### src/rtl/instr_loader_pkg.sv
// instr_loader_pkg: definitions shared by the program loader, decode and
// debug units.
//   state_t    - loader FSM state encoding (3 bits).
//   HALT_INSTR - end-of-program marker word.
package instr_loader_pkg;

  typedef enum logic [2:0] {
    IDLE      = 3'd0,
    WAIT_BYTE = 3'd1,
    WRITE     = 3'd2,
    DONE      = 3'd3,
    ERROR     = 3'd4
  } state_t;

  localparam logic [31:0] HALT_INSTR = 32'hFFFF_FFFF;

endpackage

### src/rtl/instr_loader_if.sv
// instr_loader_if: groups the loader's control, UART byte input and
// instruction-memory write port.
//   i_start       - one-cycle load/restart request
//   i_rx_data     - byte from the UART receiver
//   i_rx_done     - one-cycle strobe, i_rx_data valid
//   o_write_en    - instruction-memory write enable
//   o_instrmem_en - instruction-memory enable
//   o_write_data  - byte to write (MEM_SIZE bits)
//   o_write_addr  - byte address to write (INSTMEM_SIZE bits)
//   o_pc_reset    - holds the fetch-stage PC in reset
//   o_loading     - load in progress
//   o_done        - HALT received, program loaded
//   o_overflow    - memory filled without HALT
// Modports: master = loader, slave = surrounding fetch/UART logic.
interface instr_loader_if #(
  parameter int MEM_SIZE     = 8,
  parameter int INSTMEM_SIZE = 8
);
  logic                    i_start;
  logic [7:0]              i_rx_data;
  logic                    i_rx_done;
  logic                    o_write_en;
  logic                    o_instrmem_en;
  logic [MEM_SIZE-1:0]     o_write_data;
  logic [INSTMEM_SIZE-1:0] o_write_addr;
  logic                    o_pc_reset;
  logic                    o_loading;
  logic                    o_done;
  logic                    o_overflow;

  modport master (
    input  i_start, i_rx_data, i_rx_done,
    output o_write_en, o_instrmem_en, o_write_data, o_write_addr,
           o_pc_reset, o_loading, o_done, o_overflow
  );

  modport slave (
    output i_start, i_rx_data, i_rx_done,
    input  o_write_en, o_instrmem_en, o_write_data, o_write_addr,
           o_pc_reset, o_loading, o_done, o_overflow
  );
endinterface

### src/rtl/instr_loader_word_assembler.sv
// instr_loader_word_assembler: word_assembler sub-module. Shifts bytes into
// a BYTES-wide word, first byte ending up as the MSB (big-endian), and keeps
// a byte index that wraps modulo BYTES.
//   clk, rst      - clock, synchronous active-high reset
//   clear         - zero the word and the byte index
//   shift         - shift byte_in into the LSB end of the word
//   advance       - step the byte index
//   byte_in       - incoming byte
//   word          - assembled word
//   word_complete - byte index is at the last byte of a word
module instr_loader_word_assembler #(
  parameter int BYTES = 4
) (
  input  logic                 clk,
  input  logic                 rst,
  input  logic                 clear,
  input  logic                 shift,
  input  logic                 advance,
  input  logic [7:0]           byte_in,
  output logic [8*BYTES-1:0]   word,
  output logic                 word_complete
);
  localparam int IW = (BYTES > 1) ? $clog2(BYTES) : 1;

  logic [IW-1:0] index;

  always_ff @(posedge clk) begin
    if (rst || clear) begin
      word  <= '0;
      index <= '0;
    end else begin
      if (shift)
        word <= {word[8*BYTES-9:0], byte_in};
      if (advance)
        index <= (index == IW'(BYTES-1)) ? '0 : index + 1'b1;
    end
  end

  assign word_complete = (index == IW'(BYTES-1));
endmodule

### src/rtl/instr_loader.sv
// instr_loader: program-loading stage upstream of instruction fetch.
// Writes the UART byte stream into instruction memory one byte per write,
// holding the PC in reset until an aligned HALT word is stored, then
// releases the PC. Filling memory without HALT ends in ERROR.
//   i_clock, i_reset - clock, synchronous active-high reset
//   bus              - instr_loader_if.master (start, UART input, memory
//                      write port and status flags)
module instr_loader #(
  parameter int MEM_SIZE     = 8,
  parameter int INSTMEM_SIZE = 8,
  parameter int INST_SIZE    = 32,
  parameter logic [INST_SIZE-1:0] HALT_INSTR = INST_SIZE'(instr_loader_pkg::HALT_INSTR)
) (
  input  logic            i_clock,
  input  logic            i_reset,
  instr_loader_if.master  bus
);
  import instr_loader_pkg::*;

  state_t                  state;
  logic [INSTMEM_SIZE-1:0] addr_cnt;
  logic [INST_SIZE-1:0]    word;
  logic                    word_complete;
  logic                    start_ok;
  logic                    byte_in;

  assign start_ok = bus.i_start && (state == IDLE || state == DONE || state == ERROR);
  assign byte_in  = (state == WAIT_BYTE) && bus.i_rx_done;

  instr_loader_word_assembler #(
    .BYTES(INST_SIZE / 8)
  ) u_word_assembler (
    .clk          (i_clock),
    .rst          (i_reset),
    .clear        (start_ok),
    .shift        (byte_in),
    .advance      (state == WRITE),
    .byte_in      (bus.i_rx_data),
    .word         (word),
    .word_complete(word_complete)
  );

  always_ff @(posedge i_clock) begin
    if (i_reset) begin
      state             <= IDLE;
      addr_cnt          <= '0;
      bus.o_write_data  <= '0;
      bus.o_write_addr  <= '0;
    end else begin
      case (state)
        IDLE, DONE, ERROR: begin
          if (bus.i_start) begin
            state    <= WAIT_BYTE;
            addr_cnt <= '0;
          end
        end
        WAIT_BYTE: begin
          if (bus.i_rx_done) begin
            bus.o_write_data <= MEM_SIZE'(bus.i_rx_data);
            bus.o_write_addr <= addr_cnt;
            state            <= WRITE;
          end
        end
        WRITE: begin
          addr_cnt <= addr_cnt + 1'b1;
          // HALT wins over the top-address check so a program whose HALT
          // lands in the last word still completes.
          if (word_complete && word == HALT_INSTR)
            state <= DONE;
          else if (addr_cnt == '1)
            state <= ERROR;
          else
            state <= WAIT_BYTE;
        end
        default: state <= IDLE;
      endcase
    end
  end

  // Status and memory strobes are decoded from the state register only.
  assign bus.o_write_en    = (state == WRITE);
  assign bus.o_instrmem_en = (state == WRITE) || (state == DONE);
  assign bus.o_pc_reset    = (state != DONE);
  assign bus.o_loading     = (state == WAIT_BYTE) || (state == WRITE);
  assign bus.o_done        = (state == DONE);
  assign bus.o_overflow    = (state == ERROR);
endmodule

### src/flat_wrapper.sv
// flat-port wrapper written by rule: the top's interface ports become plain ports
module instr_loader_flat import instr_loader_pkg::*;
#(
  parameter int MEM_SIZE     = 8,
  parameter int INSTMEM_SIZE = 8,
  parameter int INST_SIZE    = 32,
  parameter logic [INST_SIZE-1:0] HALT_INSTR = INST_SIZE'(instr_loader_pkg::HALT_INSTR)
)
  (i_clock, i_reset, bus_i_start, bus_i_rx_data, bus_i_rx_done, bus_o_write_en, bus_o_instrmem_en, bus_o_write_data, bus_o_write_addr, bus_o_pc_reset, bus_o_loading, bus_o_done, bus_o_overflow);
  instr_loader_if #(.MEM_SIZE(MEM_SIZE), .INSTMEM_SIZE(INSTMEM_SIZE)) bus_i ();
  input  logic i_clock;
  input  logic i_reset;
  input wire logic [$bits(bus_i.i_start)-1:0] bus_i_start;
  input wire logic [$bits(bus_i.i_rx_data)-1:0] bus_i_rx_data;
  input wire logic [$bits(bus_i.i_rx_done)-1:0] bus_i_rx_done;
  output wire logic [$bits(bus_i.o_write_en)-1:0] bus_o_write_en;
  output wire logic [$bits(bus_i.o_instrmem_en)-1:0] bus_o_instrmem_en;
  output wire logic [$bits(bus_i.o_write_data)-1:0] bus_o_write_data;
  output wire logic [$bits(bus_i.o_write_addr)-1:0] bus_o_write_addr;
  output wire logic [$bits(bus_i.o_pc_reset)-1:0] bus_o_pc_reset;
  output wire logic [$bits(bus_i.o_loading)-1:0] bus_o_loading;
  output wire logic [$bits(bus_i.o_done)-1:0] bus_o_done;
  output wire logic [$bits(bus_i.o_overflow)-1:0] bus_o_overflow;
  assign bus_i.i_start = bus_i_start;
  assign bus_i.i_rx_data = bus_i_rx_data;
  assign bus_i.i_rx_done = bus_i_rx_done;
  assign bus_o_write_en = bus_i.o_write_en;
  assign bus_o_instrmem_en = bus_i.o_instrmem_en;
  assign bus_o_write_data = bus_i.o_write_data;
  assign bus_o_write_addr = bus_i.o_write_addr;
  assign bus_o_pc_reset = bus_i.o_pc_reset;
  assign bus_o_loading = bus_i.o_loading;
  assign bus_o_done = bus_i.o_done;
  assign bus_o_overflow = bus_i.o_overflow;
  instr_loader #(.MEM_SIZE(MEM_SIZE), .INSTMEM_SIZE(INSTMEM_SIZE), .INST_SIZE(INST_SIZE), .HALT_INSTR(HALT_INSTR)) u_core (.i_clock(i_clock), .i_reset(i_reset), .bus(bus_i));
endmodule
### config.mk
export PLATFORM = sky130hd
export DESIGN_NAME = instr_loader_flat
export DESIGN_NICKNAME = d
export VERILOG_FILES = /design/src/rtl/instr_loader_pkg.sv /design/src/rtl/instr_loader_if.sv /design/src/rtl/instr_loader_word_assembler.sv /design/src/rtl/instr_loader.sv /design/src/flat_wrapper.sv
export SDC_FILE = /design/constraint.sdc
export NUM_CORES = 1
export LEC_CHECK = 0
export BUFFER_PORTS_ARGS = -buffer_cell sky130_fd_sc_hd__buf_2
export CORE_UTILIZATION = 46
export CTS_BUF_LIST = sky130_fd_sc_hd__clkbuf_4 sky130_fd_sc_hd__clkbuf_8
export CTS_CLUSTER_DIAMETER = 100
export DETAILED_ROUTE_END_ITERATION = 16
export GPL_TIMING_DRIVEN = 1
export PLACE_DENSITY = 0.77
export SLEW_MARGIN = 20
export SYNTH_ARGS = -nofsm -noshare
export SYNTH_HDL_FRONTEND = slang
export SYNTH_HIERARCHICAL = 1
export SYNTH_SLANG_ARGS = --single-unit
### constraint.sdc
create_clock -name i_clock -period 1.8 [get_ports i_clock]
set_input_delay 0 -clock i_clock [delete_from_list [all_inputs] [get_ports i_clock]]
set_output_delay 0 -clock i_clock [all_outputs]
set_load 0.02 [all_outputs]
---- After elaboration in Yosys (flattened, before gate mapping) ----
Cells that the tools add are included.
operators by class
  $add $sub $neg .......................... 2
  eq/ne operators ......................... 10
  muxes and demuxes ....................... 8
  reduce and logical (&&, ||, !) cells .... 14
operator list
  operator                count
  $eq A32 B32 Y1 const B  1
  $pmux W8 S2             1
  $mux W3                 4
  $pmux W3 S3             1
  $add A8 B1 Y8 const B   1
  $eq A8 B8 Y1 const B    1
  $mux W8                 1
  $eq A3 B2 Y1 const B    2
  $reduce_and A2 Y1       3
  $logic_or A1 B1 Y1      5
  $ne A2 B2 Y1 const B    2
  $eq A3 B1 Y1 const B    1
  $eq A3 B3 Y1 const B    1
  $logic_and A1 B1 Y1     3
  $logic_not A3 Y1        1
  $ne A3 B2 Y1 const B    1
  $reduce_or A3 Y1        1
  $add A2 B1 Y2 const B   1
  $eq A2 B2 Y1 const B    1
  $mux W2                 1
  $reduce_bool A2 Y1      1
storage, ports and cells
  flip-flop bits (word level) ............. 61
  output and inout port bits .............. 22

---- Depth between registers and ports, before layout ----
Gate-level depths: netlist of the first run.
  depth in word-level cells ............... 5
  gate-level depth with buffers ........... 9
  depth with buffers taken out ............ 7

---- Cells and area by module ----
Netlist of the first run, hierarchy kept.
by module, submodules not included
  module                       instances  cells each  area an instance (µm²)
  instr_loader_word_assembler  1          113         1260.0
  instr_loader                 1          156         1208.7

---- Worst setup path before layout of the first run ----
No wires, ideal clock.
  path kind ............................... reg2reg
  start point ............................. register u_core.state[0]
  end point ............................... register u_core.u_word_assembler.word[0]
  setup time .............................. 0.064 ns
  data arrival time ....................... 1.764 ns
  path slack .............................. -0.028 ns
  stages on the path, launching flop included .. 10
  path buffers ............................ 2
  path through ............................ dfxtp_1 > nor2b_1 > nand2_1 > inv_1 > o21ai_1 > inv_1 > or2_1 > buf_6 > buf_8 > nor2_1
on the way
  word-level cells in the longest chain between the ends .. 5
RTL lines
  item                             RTL line                           RTL
  start: declaration               instr_loader.sv:20                 state_t state;
  start signal: assignment         instr_loader.sv:45                 state <= IDLE;
  start signal: assignment         instr_loader.sv:53                 state <= WAIT_BYTE;
  start signal: assignment         instr_loader.sv:61                 state <= WRITE;
  $eq A3 B2 Y1                     --
  named net bus_o_done             flat_wrapper.sv:22                 output wire logic [$bits(bus_i.o_done)-1:0] bus_o_done;
  $logic_or A1 B1 Y1 (2 in a row)  instr_loader.sv:27                 assign start_ok = bus.i_start && (state == IDLE || state == DONE || state == ERROR);
  $logic_and A1 B1 Y1              instr_loader.sv:27
  named net u_core.start_ok        instr_loader.sv:24                 logic start_ok;
  $logic_or A1 B1 Y1               instr_loader_word_assembler.sv:28  if (rst || clear) begin
  end signal: assignment           instr_loader_word_assembler.sv:33  word <= {word[8*BYTES-9:0], byte_in};
  end: declaration                 instr_loader_word_assembler.sv:20  output logic [8*BYTES-1:0] word,
The timed path passes the listed nets, and every way through them passes these cells.
A chain may end at the register's enable or synchronous reset.

---- Final worst setup path of the first run ----
  start point ............................. register u_core.state[1]
  end point ............................... register u_core.u_word_assembler.index[0]
on the way
  word-level cells in the longest chain between the ends .. 5
RTL lines
  item                                              RTL line                           RTL
  $eq A3 B2 Y1 or $logic_not A3 Y1 (tied branches)  instr_loader.sv:27
  $logic_or A1 B1 Y1 (2 in a row)                   instr_loader.sv:27
  $logic_and A1 B1 Y1                               instr_loader.sv:27
  $logic_or A1 B1 Y1                                instr_loader_word_assembler.sv:28
  end signal: assignment                            instr_loader_word_assembler.sv:35  index <= (index == IW'(BYTES-1)) ? '0 : index + 1'b1;
  end: declaration                                  instr_loader_word_assembler.sv:25  logic [IW-1:0] index;
Parallel ways exist; a longest one is shown, timed or not.

==> summary.txt, run 1 <==
Timing
  – Worst-margin pin slew: 375.1 ps
  – Skew final: 10.87 ps
  – Total negative slack: 0 ps
  – Slew Limit Fails: 0
  – Period utilization: 93.69%
  – Setup violators final: 0
  – Max_slew headroom: 74.76%
  – Maximum clock frequency: 593.0 MHz
  – Final hold vios: 0
  – Post-layout min period: 1686 ps
  – WHS: 36.82 ps
  – Worst Setup Slack, final: 113.5 ps
  – RSZ-0062 raised after global routing: no

GRT
  – Total GRT Usage: 19.62%
  – First-pass GRT wire length: 8121 um
  – Initial antenna violation count: 0
  – Largest net degree at the start of global routing: 49
  – Total global routing overflow: 0
  – Vias in the first global route: 1,793

Pwr
  – PD cells: 895.5 nW/um^2
  – Power Total: 2.617 mW
  – Worst vdd ir: 0.4834 mV
  – Pleak: 1.090 nW

Setup path
  – Critical path data arrival time: 1940 ps
  – Critical path cell sequence: or3b_4, inv_1, or3b_1, a21oi_1
  – Data required time of the critical path: 2060 ps
  – Startpoint Class: register
  – Critical path's slowest cell: or3b_4
  – CP Class: reg2reg
  – Max FO, Critical Path: 10
  – Setup crit end kind: register
  – Worst path max stage delay: 430 ps

Logic synthesis
  – Yosys warnings: 6
  – Mapped Nets: 283
  – Most common cell in the synthesized netlist: dfxtp_1
  – Commonest cells in the netlist: dfxtp_1 (61), nor2_1 (42), nand2_1 (41), mux2i_1 (33), a21oi_1 (20)
  – Compound-cell area share of the yosys netlist: 8.819%
  – Async S/R FF share, synth: 0%
  – Post-synth EDFFs: 0
  – Mapped Cells: 269
  – Synth Area in XOR/XNOR: 0.3548%
  – Area share of the largest cell type after synthesis: 49.47%
  – Post-synthesis simple-gate area fraction: 21.24%
  – Area leader, netlist: dfxtp_1
  – Post-synthesis sequential area ratio: 49.47%
  – Ys flop type: dfxtp_1
  – Synthesized area per cell: 9.177 um^2
  – Area share of fa/ha/maj cells after synthesis: 1.014%
  – Mux contribution to synthesized area: 13.38%
  – Synthesized cell area: 2469 um^2
  – Synth cell types: 37
  – Synth area leaders: dfxtp_1 (49%), mux2i_1 (13%), nor2_1 (6.4%)
  – Seq cells post-synth: 61
  – Main combinational cell family by area after synthesis: simple AND/OR/NAND/NOR gates

Status
  – Outcome: complete, no violations

Clocking
  – H-Tree Depth: 3
  – CTS tree: built
  – CTS Sinks: 61
  – Setup bufs post-CTS: 0
  – Clock transition at path regs: 60 ps
  – Worst-Skew Late Latency: 340 ps
  – TritonCTS buffer count: 9
  – Clock buffer depth: 2
  – Root Driver: clkbuf_8

Floorplanning
  – Die H: 75.26 um
  – Die X: 75.26 um
  – Initial core utilization: 48.03%
  – Num ports: 34
  – Die ar.: 5663 um^2
  – Row cnt: 26
  – Placeable Area: 5140 um^2

Placement
  – Port-buffer cells: 33
  – Detailed placement HPWL: 3506 um
  – Worst slack, placed: 146.1 ps
  – Placed Cells: 363
  – GP Congestion: 0.7663

Routing
  – Drt drc: 0
  – Final WL: 5168 um
  – DR pass1 iterations: 4
  – Initial DRC count: 99
  – Via density: 5.158
  – DRT antenna net count: 0
  – Drt wl/cell: 13.35 um
  – Vias: 1,996

Cells and area
  – Layout cells sized above 1: 18.93%
  – # diodes: 0
  – Area grow syn2layout: 18.40%
  – Final #Nets: 327
  – Final non-filler cell total: 387
  – Fillers: 481

Hold path
  – Hold WC Path Type: in2reg

Flow run
  – Maxcap violations: 0
## report_power, final
part	switching [mW]	internal (mW)	total [mW]
clock	0.504	0.498	1.00
sequential	0.0143	1.37	1.38
combinational	0.137	0.0960	0.232
total	0.655	1.96	2.62
## layout by cell type (no fill, tap or decap), types with 2 or more instances in the layout
cell           count
clkbuf_8           9
nand3_1            6
clkinv_2           4
o21ai_0            4
nand2b_1           4
buf_2             33
nand4b_1           2
a21oi_1           20
buf_4              4
ha_1               2
mux2i_1           33
a311oi_1           4
nor2b_1            2
nor3_1             4
inv_1              4
buf_12             2
nand4_1            8
nor2_1            42
dfxtp_1           61
dlygate4sd3_1      9
nand2_1           41
## state kept, by name, summed over array words and instances (netlist names)
name                           flops
u_core/bus.o_write_data            8
u_core/u_word_assembler/word      32
u_core/state                       3
u_core/bus.o_write_addr            8
u_core/addr_cnt                    8
u_core/u_word_assembler/index      2
## timing repair
item / 4_1_cts / 5_1_grt
hold endpoints to repair: 24 / 0
resized for setup: 0 / 0
hold buffers: 9 / 0
## critical path: cells and delay by family, from the launching register on
kind | cells | cell delay [ps]
simple gates | 2 | 820
flops | 1 | 400
buf+inv | 1 | 250
compound gates | 1 | 150
## cell type report
type / instances / area [um^2] / area share (%)
flip-flops and latches: 61 / 1221 / 41.78
clock inverters: 5 / 28.78 / 0.9846
clock buffers: 10 / 131.4 / 4.495
well taps: 70 / 87.58 / 2.997
repair buffers: 48 / 325.3 / 11.13
inverters: 5 / 18.77 / 0.6421
multi-input cells: 188 / 1110 / 37.97
## cells by family after synthesis
group	Yosys count
and+or+nand+nor	116
DFF	61
AOI/OAI and AO/OA	36
muxes	33
buffers and inverters	20
adders and majority gates	2
xor gates and xnor gates	1
## worst paths after layout
| kind | from | end | slack (ps) | depth (start not counted) |
|---|---|---|---|---|
| worst max-delay path | u_core/state[1] | u_core/u_word_assembler/index[0] | 110 | 4 |
| worst min-delay path | bus_i_start | u_core/state[1] | 40 | 3 |
| worst max register to register | u_core/state[1] | u_core/u_word_assembler/index[0] | 110 | 4 |
| worst min register to register | u_core/bus.o_write_addr[2] | u_core/bus.o_write_addr[2] | 450 | 2 |
## stage by stage
step	utilization [%]	area [um^2]
after floorplan	-	2472
after global placement	52.00	2673
after detailed placement	52.00	2673
after CTS	56.86	2923
after global routing	56.86	2923
final	56.86	2923
## layer usage
layer	routed length, um	GRT usage [%]	up-vias
met2	2464	32.33	51
met3	277	6.560	9
li1	-	-	1010
met4	69	9.053	0
met5	0	0	-
met1	2358	23.20	926
Power figures use the tool's default switching activity.
==> run 2, diff against run 1 <==
--- a/config.mk
+++ b/config.mk
@@ -7,10 +7,11 @@
 export LEC_CHECK = 0
 export BUFFER_PORTS_ARGS = -buffer_cell sky130_fd_sc_hd__buf_2
-export CORE_UTILIZATION = 46
+export CORE_ASPECT_RATIO = 1.1
+export CORE_UTILIZATION = 42
 export CTS_BUF_LIST = sky130_fd_sc_hd__clkbuf_4 sky130_fd_sc_hd__clkbuf_8
 export CTS_CLUSTER_DIAMETER = 100
 export DETAILED_ROUTE_END_ITERATION = 16
 export GPL_TIMING_DRIVEN = 1
-export PLACE_DENSITY = 0.77
+export PLACE_DENSITY = 0.72
 export SLEW_MARGIN = 20
 export SYNTH_ARGS = -nofsm -noshare
==> constraint.sdc (replaced) <==
create_clock -name i_clock -period 1.8 [get_ports i_clock]
set_input_delay 0.27 -clock i_clock [delete_from_list [all_inputs] [get_ports i_clock]]
set_output_delay 0.27 -clock i_clock [all_outputs]
set_load 0.02 [all_outputs]
==> run 2 against run 1 <==
Compared with the run above:
- combinational power fell by 6%
- core utilization fell by 4.5 points
- worst setup slack got worse by 31 ps
- final cell count fell by 0.52%
- critical path depth fell by 1
- global-route usage fell by 2.4 points
- via count fell by 1.4%
- non-clock buffer count fell by 8
- sequential power barely moved
- die area rose by 9.3%
- critical path type is now reg2out
- critical endpoint is now bus_o_write_en
==> summary.txt, run 2 (synthesized netlist as in run 1, its figures left out) <==
Setup path
  – CP Class: reg2out
  – Reg2reg start: u_core/state[1]
  – Setup crit end kind: output port
  – Critical path's slowest cell: or3b_4
  – R2R setup slack: 90 ps
  – Reg2reg path depth: 4
  – Startpoint Class: register
  – Data required time of the critical path: 1530 ps
  – Critical path data arrival time: 1450 ps
  – Worst path max stage delay: 460 ps
  – Max FO, Critical Path: 6
  – RR Endpoint: u_core/addr_cnt[7]
  – Critical path cell sequence: or3b_4, clkinvlp_4, buf_2

Cells and area
  – Area grow syn2layout: 17.38%
  – Final #Nets: 319
  – # diodes: 0
  – Largest Register: u_core/u_word_assembler/word
  – Fin util: 52.35%
  – Final non-filler cell total: 385
  – Finished Cell Area: 2898 um^2
  – Max reg flops: 32
  – Layout cells sized above 1: 20.32%
  – Most common cell after layout, fill and taps aside: dfxtp_1
  – Most frequent cells in the layout: dfxtp_1 (61), nor2_1 (42), nand2_1 (41)

Placement
  – Port-buffer cells: 33
  – Detailed placement HPWL: 3429 um
  – Worst slack, placed: 124.5 ps
  – Placed Cells: 368
  – GP Congestion: 0.7765
  – DP Area: 2679 um^2

Timing
  – Worst Setup Slack, final: 82.60 ps
  – Final hold vios: 0
  – Post-layout min period: 1717 ps
  – Setup violators final: 0
  – Total negative slack: 0 ps
  – Slew Limit Fails: 0
  – WHS: 178.9 ps
  – Maximum clock frequency: 582.3 MHz
  – Skew final: 14.89 ps
  – Max_slew headroom: 76.30%
  – Worst-margin pin slew: 352.3 ps
  – RSZ-0062 raised after global routing: no
  – Period utilization: 95.41%

GRT
  – First-pass GRT wire length: 7817 um
  – Total global routing overflow: 0
  – Busiest layer in global routing: met2
  – Met2 usage: 27.57%
  – Initial antenna violation count: 0
  – Total GRT Usage: 17.24%
  – Largest net degree at the start of global routing: 49
  – Vias in the first global route: 1,686
  – Met3 GRT Util: 5.825%
  – Global routing usage on met1: 20.78%

Floorplanning
  – Die ar.: 6189 um^2
  – Num ports: 34
  – Die X: 75.10 um
  – Initial core utilization: 44.60%
  – Placeable Area: 5535 um^2
  – Die H: 82.41 um
  – Row cnt: 28

Routing
  – Initial DRC count: 108
  – Final WL: 4967 um
  – DRT antenna net count: 0
  – DR pass1 iterations: 4
  – Vias: 1,968
  – Drt drc: 0
  – Drt wl/cell: 12.90 um
  – Via density: 5.112

Pwr
  – Flop pwr share: 49.0%
  – Pleak: 1.064 nW
  – Clock power share: 43.3%
  – Internal power: 2.154 mW
  – Logic pwr share: 7.7%
  – Sw frac: 23.60%
  – Net switching power figure: 0.6657 mW
  – Power Total: 2.820 mW
  – Worst vdd ir: 0.5400 mV
  – PD cells: 973.2 nW/um^2

Hold path
  – Hold path startpoint: bus_i_rx_data[0]
  – Hold endpoint: u_core/bus.o_write_data[0]
  – Hold WC Path Type: in2reg
  – WHS Path Cells: 3

Clocking
  – CTS tree: built
  – Clock buffer depth: 2
  – Root Driver: clkbuf_8
  – Hold Buf Count CTS: 0
  – TritonCTS buffer count: 9
  – CTS Sinks: 61
  – Clock transition at path regs: 70 ps
  – Worst-Skew Late Latency: 330 ps
  – H-Tree Depth: 3

Status
  – Outcome: complete, no violations

Flow run
  – Maxcap violations: 0
[run 2: timing repair]
action                                  4_1_cts  5_1_grt
resized for setup                             1        1
pin swaps                                     0        0
setup buffers                                 1        0
cloned                                        0        0
endpoints found under the setup margin        1       22
[run 2: area by class of cell]
type	count	area, um^2
Multi-Input combinational cell	188	1117
Timing Repair Buffer	40	242.7
Tap cell	75	93.84
Fill cell	550	2638
Inverter	5	22.52
Sequential cell	61	1221
Clock buffer	12	152.6
Clock inverter	4	47.55
[run 2: power groups by stage]
stage | Sequential [mW] | Combinational (mW) | Clock, mW
3_3_place_gp | 1.41 | 0.210 | 0
3_5_place_dp | 1.41 | 0.213 | 0
2_1_floorplan | 1.42 | 0.160 | 0
4_1_cts | 1.38 | 0.216 | 1.25
5_1_grt | 1.38 | 0.237 | 1.32
6_report | 1.38 | 0.218 | 1.22
[run 2: worst max path at each step]
stage | from | to | slack (ps)
after floorplan | u_core/state[0] | u_core/u_word_assembler/word[0] | 20
after global placement | u_core/state[1] | u_core/addr_cnt[7] | 150
after detailed placement | u_core/state[1] | u_core/addr_cnt[7] | 120
after CTS | u_core/state[1] | bus_o_write_en | 70
after global routing | u_core/state[0] | bus_o_done | 0.9
final | u_core/state[1] | bus_o_write_en | 80
[run 2: critical path, delay by kind of cell (launching register included)]
family        cells  cell delay (ps)
buf+inv           2              250
flops             1              410
simple gates      1              460
[run 2: layer usage]
layer,vias to the layer above,share of wire (%)
li1,997,-
met1,932,47
met2,32,48
met3,7,3.9
met4,0,1.2
met5,-,0
==> run 3, diff against run 2 <==
Settings changed: CORE_UTILIZATION 42 to 49, PLACE_DENSITY 0.72 to 0.8.
==> run 3 against run 2 <==
Compared with the run above:
- core utilization rose by 7.7 points
- clock skew fell by 7.4 ps
- flip-flop and latch count unchanged
- largest cell class unchanged
- first-iteration DRC count increased by 9.3%
- total power is 1.8% lower
==> summary.txt, run 3 (synthesized netlist as in run 1, its figures left out) <==
Clocking
  – CTS tree: built
  – CTS Sinks: 61
  – Worst-Skew Late Latency: 330 ps
  – Clock buffer depth: 2
  – TritonCTS buffer count: 9
  – Root Driver: clkbuf_8
  – H-Tree Depth: 3
  – Clock transition at path regs: 60 ps
  – Hold Buf Count CTS: 0

Pwr
  – PD cells: 970.2 nW/um^2
  – Worst vdd ir: 0.6313 mV
  – Net switching power figure: 0.6268 mW
  – Pleak: 1.056 nW
  – Flop pwr share: 49.9%
  – Logic pwr share: 7.8%
  – Clock power share: 42.3%
  – Power Total: 2.768 mW
  – Sw frac: 22.64%
  – Internal power: 2.141 mW

Floorplanning
  – Row cnt: 26
  – Initial core utilization: 51.98%
  – Die ar.: 5326 um^2
  – Num ports: 34
  – Placeable Area: 4750 um^2
  – Die X: 69.68 um
  – Die H: 76.45 um

Setup path
  – Data required time of the critical path: 2020 ps
  – Worst path max stage delay: 540 ps
  – Critical path data arrival time: 1900 ps
  – Critical path cell sequence: or3b_4, or4_4, nand4b_1, o31ai_2
  – CP Class: reg2reg
  – WP buf/inv: 0
  – WP depth: 4
  – Startpoint Class: register
  – Setup crit end kind: register
  – CP delay by family, top: simple AND/OR/NAND/NOR gates
  – Reg2reg path depth: 4
  – Reg2reg start: u_core/state[1]
  – CP startpoint: u_core/state[1]
  – Worst Setup EP: u_core/addr_cnt[7]
  – Critical path's slowest cell: or4_4
  – RR Endpoint: u_core/addr_cnt[7]
  – Max FO, Critical Path: 6
  – R2R setup slack: 120 ps

Cells and area
  – Area grow syn2layout: 15.56%
  – Fin util: 60.06%
  – Most frequent cells in the layout: dfxtp_1 (61), nor2_1 (42), nand2_1 (41)
  – Final #Nets: 319
  – # diodes: 0
  – Max reg flops: 32
  – Layout cells sized above 1: 19.54%
  – Most common cell after layout, fill and taps aside: dfxtp_1
  – Finished Cell Area: 2853 um^2
  – Largest Register: u_core/u_word_assembler/word
  – Fillers: 414
  – Final non-filler cell total: 363

Placement
  – DP Area: 2655 um^2
  – Port-buffer cells: 33
  – Placed Cells: 349
  – Worst slack, placed: 139.3 ps
  – Detailed placement HPWL: 3363 um
  – GP Congestion: 0.8474

Timing
  – Final hold vios: 0
  – Setup violators final: 0
  – Period utilization: 93.45%
  – RSZ-0062 raised after global routing: no
  – Maximum clock frequency: 594.5 MHz
  – Slew Limit Fails: 0
  – Worst-margin pin slew: 412.6 ps
  – Total negative slack: 0 ps
  – WHS: 183.0 ps
  – Worst Setup Slack, final: 117.9 ps
  – Max_slew headroom: 72.24%
  – Post-layout min period: 1682 ps
  – Skew final: 7.469 ps

Routing
  – Via density: 5.562
  – Drt drc: 0
  – Vias: 2,019
  – Final WL: 5125 um
  – DRT antenna net count: 0
  – Drt wl/cell: 14.12 um
  – Initial DRC count: 118
  – DR pass1 iterations: 5

GRT
  – Vias in the first global route: 1,886
  – Largest net degree at the start of global routing: 37
  – Total global routing overflow: 0
  – First-pass GRT wire length: 8583 um
  – Initial antenna violation count: 0
  – Total GRT Usage: 20.65%

Flow run
  – Maxcap violations: 0

Hold path
  – Hold WC Path Type: in2reg

Status
  – Outcome: complete, no violations
[run 3: cell types whose count changed in the layout (fill, tap and decap cells not counted)]
cell	before	now
clkinv_2	2	1
clkbuf_8	10	11
o21ai_2	0	1
clkbuf_4	2	0
o21ai_4	1	0
clkinvlp_4	2	1
[run 3: power groups by stage]
stage	Sequential, mW	Clock [mW]	Combinational, mW
6_report	1.38	1.17	0.216
5_1_grt	1.38	1.26	0.237
4_1_cts	1.38	1.19	0.218
3_5_place_dp	1.41	0	0.215
3_3_place_gp	1.41	0	0.211
2_1_floorplan	1.42	0	0.160
[run 3: how the worst min path moves through the flow]
stage / endpoint / cells past startpoint / start / slack [ps]
2_1_floorplan: u_core/bus.o_write_data[0] / 2 / bus_i_rx_data[0] / 410
3_3_place_gp: u_core/bus.o_write_addr[4] / 2 / u_core/bus.o_write_addr[4] / 440
3_5_place_dp: u_core/bus.o_write_data[3] / 2 / u_core/bus.o_write_data[3] / 440
4_1_cts: u_core/bus.o_write_data[6] / 3 / bus_i_rx_data[6] / 170
5_1_grt: u_core/bus.o_write_data[3] / 3 / bus_i_rx_data[3] / 180
6_report: u_core/bus.o_write_data[6] / 3 / bus_i_rx_data[6] / 180
[run 3: what timing repair did]
action                     in CTS  in global routing
buffers inserted                1                  0
setup endpoints to repair       1                  0
gates resized for setup         1                  0
[run 3: worst reg2reg max path: cells and delay by family (launching register included)]
family           cells  cell delay (ps)
AND/OR/NAND/NOR      3             1110
flip-flops           1              400
AO/OA/AOI/OAI        1               70
[run 3: cell type report]
cell class | instances | area (um^2) | share of cell area, %
Timing Repair Buffer | 40 | 242.7 | 8.509
Sequential cell | 61 | 1221 | 42.81
Multi-Input combinational cell | 188 | 1110 | 38.90
Clock buffer | 11 | 151.4 | 5.307
Inverter | 5 | 22.52 | 0.7895
Clock inverter | 2 | 35.03 | 1.228
Tap cell | 56 | 70.07 | 2.456
[run 3: routing by layer]
| metal | track usage [%] | vias up | share of wire, % | wire length, um |
|---|---|---|---|---|
| met5 | 0 | - | 0 | 0 |
| met3 | 7.275 | 6 | 6.0 | 307 |
| met4 | 8.800 | 0 | 1.2 | 63 |
| li1 | - | 991 | - | - |
| met1 | 24.37 | 954 | 40 | 2073 |
| met2 | 33.88 | 68 | 52 | 2680 |
